[src/rtl/program_runner.sv]
// program_runner: executes a loaded MOV/MOVL/OUT/HALT program on a local memory, streams OUT words
// through a ready/valid FIFO and checks them against a loaded table of expected values.
module program_runner #(
  parameter int W = 12,
  parameter int NLocal = 64,
  parameter int NProg = 32,
  parameter int NOut = 8,
  parameter int NExp = 16,
  parameter int MaxSteps = 255,
  localparam int LA = $clog2(NLocal),
  localparam int PA = $clog2(NProg),
  localparam int EA = $clog2(NExp),
  localparam int AW = PA > EA ? PA : EA,
  localparam int IW = 2 + LA + W
) (
  input  logic          clock,
  input  logic          reset,
  input  logic          load_en,
  input  logic          load_sel,
  input  logic [AW-1:0] load_addr,
  input  logic [IW-1:0] load_data,
  input  logic [EA:0]   n_expected,
  input  logic          start,
  output logic          out_valid,
  output logic [W-1:0]  out_data,
  input  logic          out_ready,
  output logic          busy,
  output logic          finished,
  output logic          success,
  output logic [15:0]   steps
);
  localparam int OA = $clog2(NOut);
  typedef enum logic [1:0] {IDLE, RUN, DRAIN, DONE} state_t;
  state_t state, state_n;
  logic [IW-1:0] prog [NProg];
  logic [W-1:0] exp_mem [NExp];
  logic [W-1:0] local_mem [NLocal];
  logic [W-1:0] fifo [NOut];
  logic [PA:0] ip;
  logic [OA-1:0] wr_ptr, rd_ptr;
  logic [OA:0] count;
  logic [EA:0] out_count;
  logic fail;
  logic [IW-1:0] instr;
  logic [1:0] op;
  logic [LA-1:0] a;
  logic [W-1:0] b;
  logic run, limit, at_end, live, halt, full, push, retire, mov, pop, idle, go, drained, mismatch;
  assign instr = prog[ip[PA-1:0]];
  assign op = instr[IW-1 -: 2];
  assign a = instr[W+LA-1 -: LA];
  assign b = instr[W-1:0];
  assign run = state == RUN;
  assign limit = steps == 16'(MaxSteps);
  assign at_end = ip == (PA+1)'(NProg);
  assign live = run && !limit;
  assign halt = live && (at_end || op == 2'd3);
  assign full = count == (OA+1)'(NOut);
  // full is judged before any pop this cycle, so a simultaneous pop never makes room for the push
  assign push = live && !at_end && op == 2'd2 && !full;
  assign retire = live && (at_end || op != 2'd2 || !full);
  assign mov = live && !at_end && !op[1];
  assign pop = out_valid && out_ready;
  assign idle = state == IDLE || state == DONE;
  assign go = start && idle;
  assign drained = state == DRAIN && count == '0;
  assign mismatch = out_count >= n_expected || local_mem[a] != exp_mem[out_count[EA-1:0]];
  assign out_valid = count != '0;
  assign out_data = out_valid ? fifo[rd_ptr] : '0;
  assign busy = run || state == DRAIN;

  always_ff @(posedge clock or posedge reset)
    if (reset) state <= IDLE;
    else state <= state_n;

  always_comb begin
    state_n = go ? RUN : (run && (halt || limit)) ? DRAIN : drained ? DONE : state;
  end

  always_ff @(posedge clock or posedge reset) begin
    if (reset) begin
      ip <= '0;
      steps <= '0;
      out_count <= '0;
      fail <= 1'b0;
      wr_ptr <= '0;
      rd_ptr <= '0;
      count <= '0;
      finished <= 1'b0;
      success <= 1'b0;
    end else if (go) begin
      ip <= '0;
      steps <= '0;
      out_count <= '0;
      fail <= 1'b0;
      wr_ptr <= '0;
      rd_ptr <= '0;
      count <= '0;
      finished <= 1'b0;
      success <= 1'b0;
    end else begin
      if (retire && !halt) ip <= ip + (PA+1)'(1);
      if (retire) steps <= steps + 16'(steps != '1);
      if (live == 1'b0 && run) fail <= 1'b1;
      if (push) begin
        out_count <= out_count + (EA+1)'(out_count != '1);
        wr_ptr <= wr_ptr + OA'(1);
        if (mismatch) fail <= 1'b1;
      end
      if (pop) rd_ptr <= rd_ptr + OA'(1);
      count <= count + (OA+1)'(push) - (OA+1)'(pop);
      if (drained) begin
        finished <= 1'b1;
        success <= !fail && out_count == n_expected;
      end
    end
  end

  // memories carry no reset; loads are only accepted while no run is in flight
  always_ff @(posedge clock) begin
    if (load_en && idle && !load_sel) prog[load_addr[PA-1:0]] <= load_data;
    if (load_en && idle && load_sel) exp_mem[load_addr[EA-1:0]] <= load_data[W-1:0];
    if (mov) local_mem[a] <= op[0] ? local_mem[b[LA-1:0]] : b;
    if (push) fifo[wr_ptr] <= local_mem[a];
  end
endmodule

[config.mk]
export PLATFORM = sky130hd
export DESIGN_NAME = program_runner
export DESIGN_NICKNAME = d
export VERILOG_FILES = /design/src/rtl/program_runner.sv
export SDC_FILE = /design/constraint.sdc
export NUM_CORES = 2
export LEC_CHECK = 0
export CAP_MARGIN = 10
export CORE_ASPECT_RATIO = 0.9
export CORE_UTILIZATION = 54
export DETAILED_ROUTE_END_ITERATION = 10
export PLACE_DENSITY = 0.7
export SYNTH_ARGS = -nofsm -noshare
export SYNTH_HDL_FRONTEND = slang
export SYNTH_SLANG_ARGS = --single-unit
[constraint.sdc]
create_clock -name clock -period 8.52 [get_ports clock]
set_input_delay 1.704 -clock clock [delete_from_list [all_inputs] [get_ports clock]]
set_output_delay 1.704 -clock clock [all_outputs]
set_load 0.1 [all_outputs]
==> reports/qor.csv <==
metric,value,unit
cts_buffers,174,
drive_gt1_share,17.0,%
synth_area,76100,um2
yosys_warnings,0,
critPathMaxFanout,55,
cts_resized,0,
grt_pass1_wl,331000,um
cts.path.max_buffers,3,
hold_path.class,reg -> reg,
area_growth,12.4,%
drc,0,
firstDrtPassIters,8,
drt_iter0_markers,7878,
status,"finished, violations left",
critical_path_buf_inv_count,2,
required,9.22,ns
clk_pin_slew,0.06,ns
max_slew_margin,-1.78,%
p_leak,28.3,nW
cts.root.buffer_cell,clkbuf_16,
viasPerCell,6.83,
ys_ff_latch,1738,
setup_viol,0,
violations,"max-capacitance violations, max-slew violations",
wl,232000,um
cp_top_family,compound AO/OA/AOI/OAI gates,
dp_cells,6788,
antenna_found_initial,7,
start_kind,register,
finalHoldViolCount,0,
place_congestion,1.01,
cap_violations,2,
p_total,0.0362,W
seqPwrFrac,33.1,%
critPathKind,reg -> reg,
ir_drop,0.000591,V
sw_frac_of_total,41.9,%
worstMarginPinSlew,1.52,ns
start_util,54.4,%
grt_use_total,32.6,%
core,140000,um2
synth_flop_cell,edfxtp_1,
cpMaxStageDelayCell,dfrtp_4,
clockPowerShare,21.7,%
yosysSeqAreaShare,68.3,%
clk_latency,0.83,ns
synthDistinctLibCells,79,
rows,130,
fin_crit,7.21,ns
overflow,0,
final_cell_mix,"edfxtp_1, nand2_1, mux2i_1",
crit_path_end_kind,register,
fin_crit_sh,84.6,%
power_density,423,nW/um2
avgSynthCellArea,15.2,um2
clock_sinks,1738,
final_cells,7112,
slew_viol_final,10,
die_x,398,um
io_pins,68,
rsz0062_at_grt,false,
dieArea,142000,um2
postSynthCellCount,4993,
critPathArrivalTime,7.91,ns
fin_nets,5175,
cts_hold_buffers,0,
h-tree-depth,4,
clock_skew,0.0359,ns
synth_fp_nets,5051,
grt_pass1_vias,46600,
die_h,358,um
final_common_cell,edfxtp_1,
num_vias,48600,
grt_max_degree,130,
p_int,0.0210,W
power_switching,0.0152,W
combPwrFrac,45.2,%
drtAntennaViolNets,0,
setup_tns,0,ns
crit_top_cell,o22ai_1,
fmax,0.139,GHz
path_cells,buf_4 > nand2b_1 > o22ai_1 > o31ai_1 > a21o_4 > buf_4 > mux2i_1 > o22ai_1 > nor4_1 > o22ai_1 > o2111a_1 > xnor2_1 > nand4_1 > nand4b_1 > o21a_1,
place_hpwl,142000,um
wl_per_cell,32.7,um
max_stage_delay,1.11,ns
ys_async_sr_fraction,2.42,%
synth-edff-count,1696,
cts_tree,yes,
post_cts_buffers,0,
numPortBuffers,67,
-- synth_stat cells (12+ instances only) --
library cell  instances  area [um2]
edfxtp_1           1696       50900
nand2_1             830        3120
mux2i_1             330        3300
mux4_2              297        6690
nor2_1              202         758
nand3_1             178         891
a211oi_1            165        1240
clkbuf_1            128         480
a21oi_1             127         636
buf_2               126         631
and2_1              105         657
a31oi_1              89         557
a311oi_1             64         561
buf_4                53         398
o22ai_1              44         275
dfrtp_1              42        1050
nor3_1               38         190
nand4_1              35         219
and3_1               34         213
a22oi_1              28         210
buf_1                26        97.6
inv_1                26        97.6
o21ai_0              26         130
ha_1                 21         263
mux2_2               18         203
o211ai_1             18         135
xor2_1               17         149
a32oi_1              16         140
xnor2_1              16         140
a221oi_1             15         131
buf_6                14         158
o221ai_1             14         123
nor2b_1              12        75.1
-- final timing paths --
kind,startpoint,to,slack [ns],cells past startpoint
max reg2reg,ip[0]$_DFFE_PP0P_,fail$_DFF_PP0_,1.31,15
max,ip[0]$_DFFE_PP0P_,fail$_DFF_PP0_,1.31,15
min reg2reg,finished$_DFFE_PP0P_,finished$_DFFE_PP0P_,0.50,2
min in group asynchronous,reset,ip[2]$_DFFE_PP0P_,1.61,2
min,finished$_DFFE_PP0P_,finished$_DFFE_PP0P_,0.50,2
max in group asynchronous,reset,out_count[0]$_DFFE_PP0P_,6.12,2
-- through the flow --
| stage | util [%] | setup WS, ns | hold WS [ns] | instance area [um2] |
|---|---|---|---|---|
| after global routing | 61.2 | 1.06 | 0.567 | 85500 |
| after floorplan | - | 1.64 | 0.505 | 76100 |
| final | 61.2 | 1.31 | 0.501 | 85500 |
| after global placement | 57.0 | 1.65 | 0.488 | 79600 |
| after detailed placement | 57.0 | 1.62 | 0.488 | 79600 |
| after CTS | 61.2 | 1.59 | 0.514 | 85500 |
-- power by group through the flow --
stage,clock network (W),registers (W),logic [W]
after floorplan,0,0.0121,0.00978
after global placement,0,0.0121,0.0154
after detailed placement,0,0.0121,0.0156
after CTS,0.00789,0.0120,0.0157
after global routing,0.00820,0.0120,0.0168
final,0.00785,0.0120,0.0164
-- registers in the layout, summed over array words and instances (netlist names) --
signal     flops
local_mem    768
out_count      5
success        1
wr_ptr         3
finished       1
fail           1
fifo          96
prog         640
exp_mem      192
count          4
rd_ptr         3
ip             6
steps         16
state          2
-- area by class of cell --
class | instances | area, um2
Timing Repair Buffer | 297 | 2630
Clock inverter | 109 | 1180
Tap cell | 1848 | 2310
Clock buffer | 211 | 4640
Inverter | 26 | 97.6
Antenna cell | 3 | 7.51
Multi-Input combinational cell | 2880 | 22600
Sequential cell | 1738 | 52000
Fill cell | 9987 | 54200
-- worst reg2reg max path, stage by stage, from the launching register on --
cell	delay (ns)
dfrtp_4	1.11
buf_4	0.71
nand2b_1	0.26
o22ai_1	0.10
o31ai_1	0.49
a21o_4	0.70
buf_4	0.63
mux2i_1	0.34
o22ai_1	0.11
nor4_1	1.03
o22ai_1	0.46
o2111a_1	0.43
xnor2_1	0.24
nand4_1	0.09
nand4b_1	0.20
o21a_1	0.19
-- kinds of logic (layout without fill, tap and decap cells) --
group	after synthesis	count (layout)	synth area share, %
DFF	1738	1738	68.3
adders and majority gates	22	22	0.372
other	0	3	0
AOI/OAI and AO/OA	683	683	6.33
muxes	645	645	13.4
and+or+nand+nor	1497	1497	8.68
xor gates and xnor gates	33	33	0.380
buffers and inverters	375	643	2.49
-- metal layers --
layer / up-vias / global-route usage, % / wire length (um)
met3: 634 / 10.7 / 33300
met2: 3624 / 47.7 / 102000
met5: - / 0 / 78
met4: 6 / 14.3 / 11300
met1: 24500 / 45.0 / 85700
li1: 19800 / - / -
Note: power is estimated with default switching activity, not from simulation.
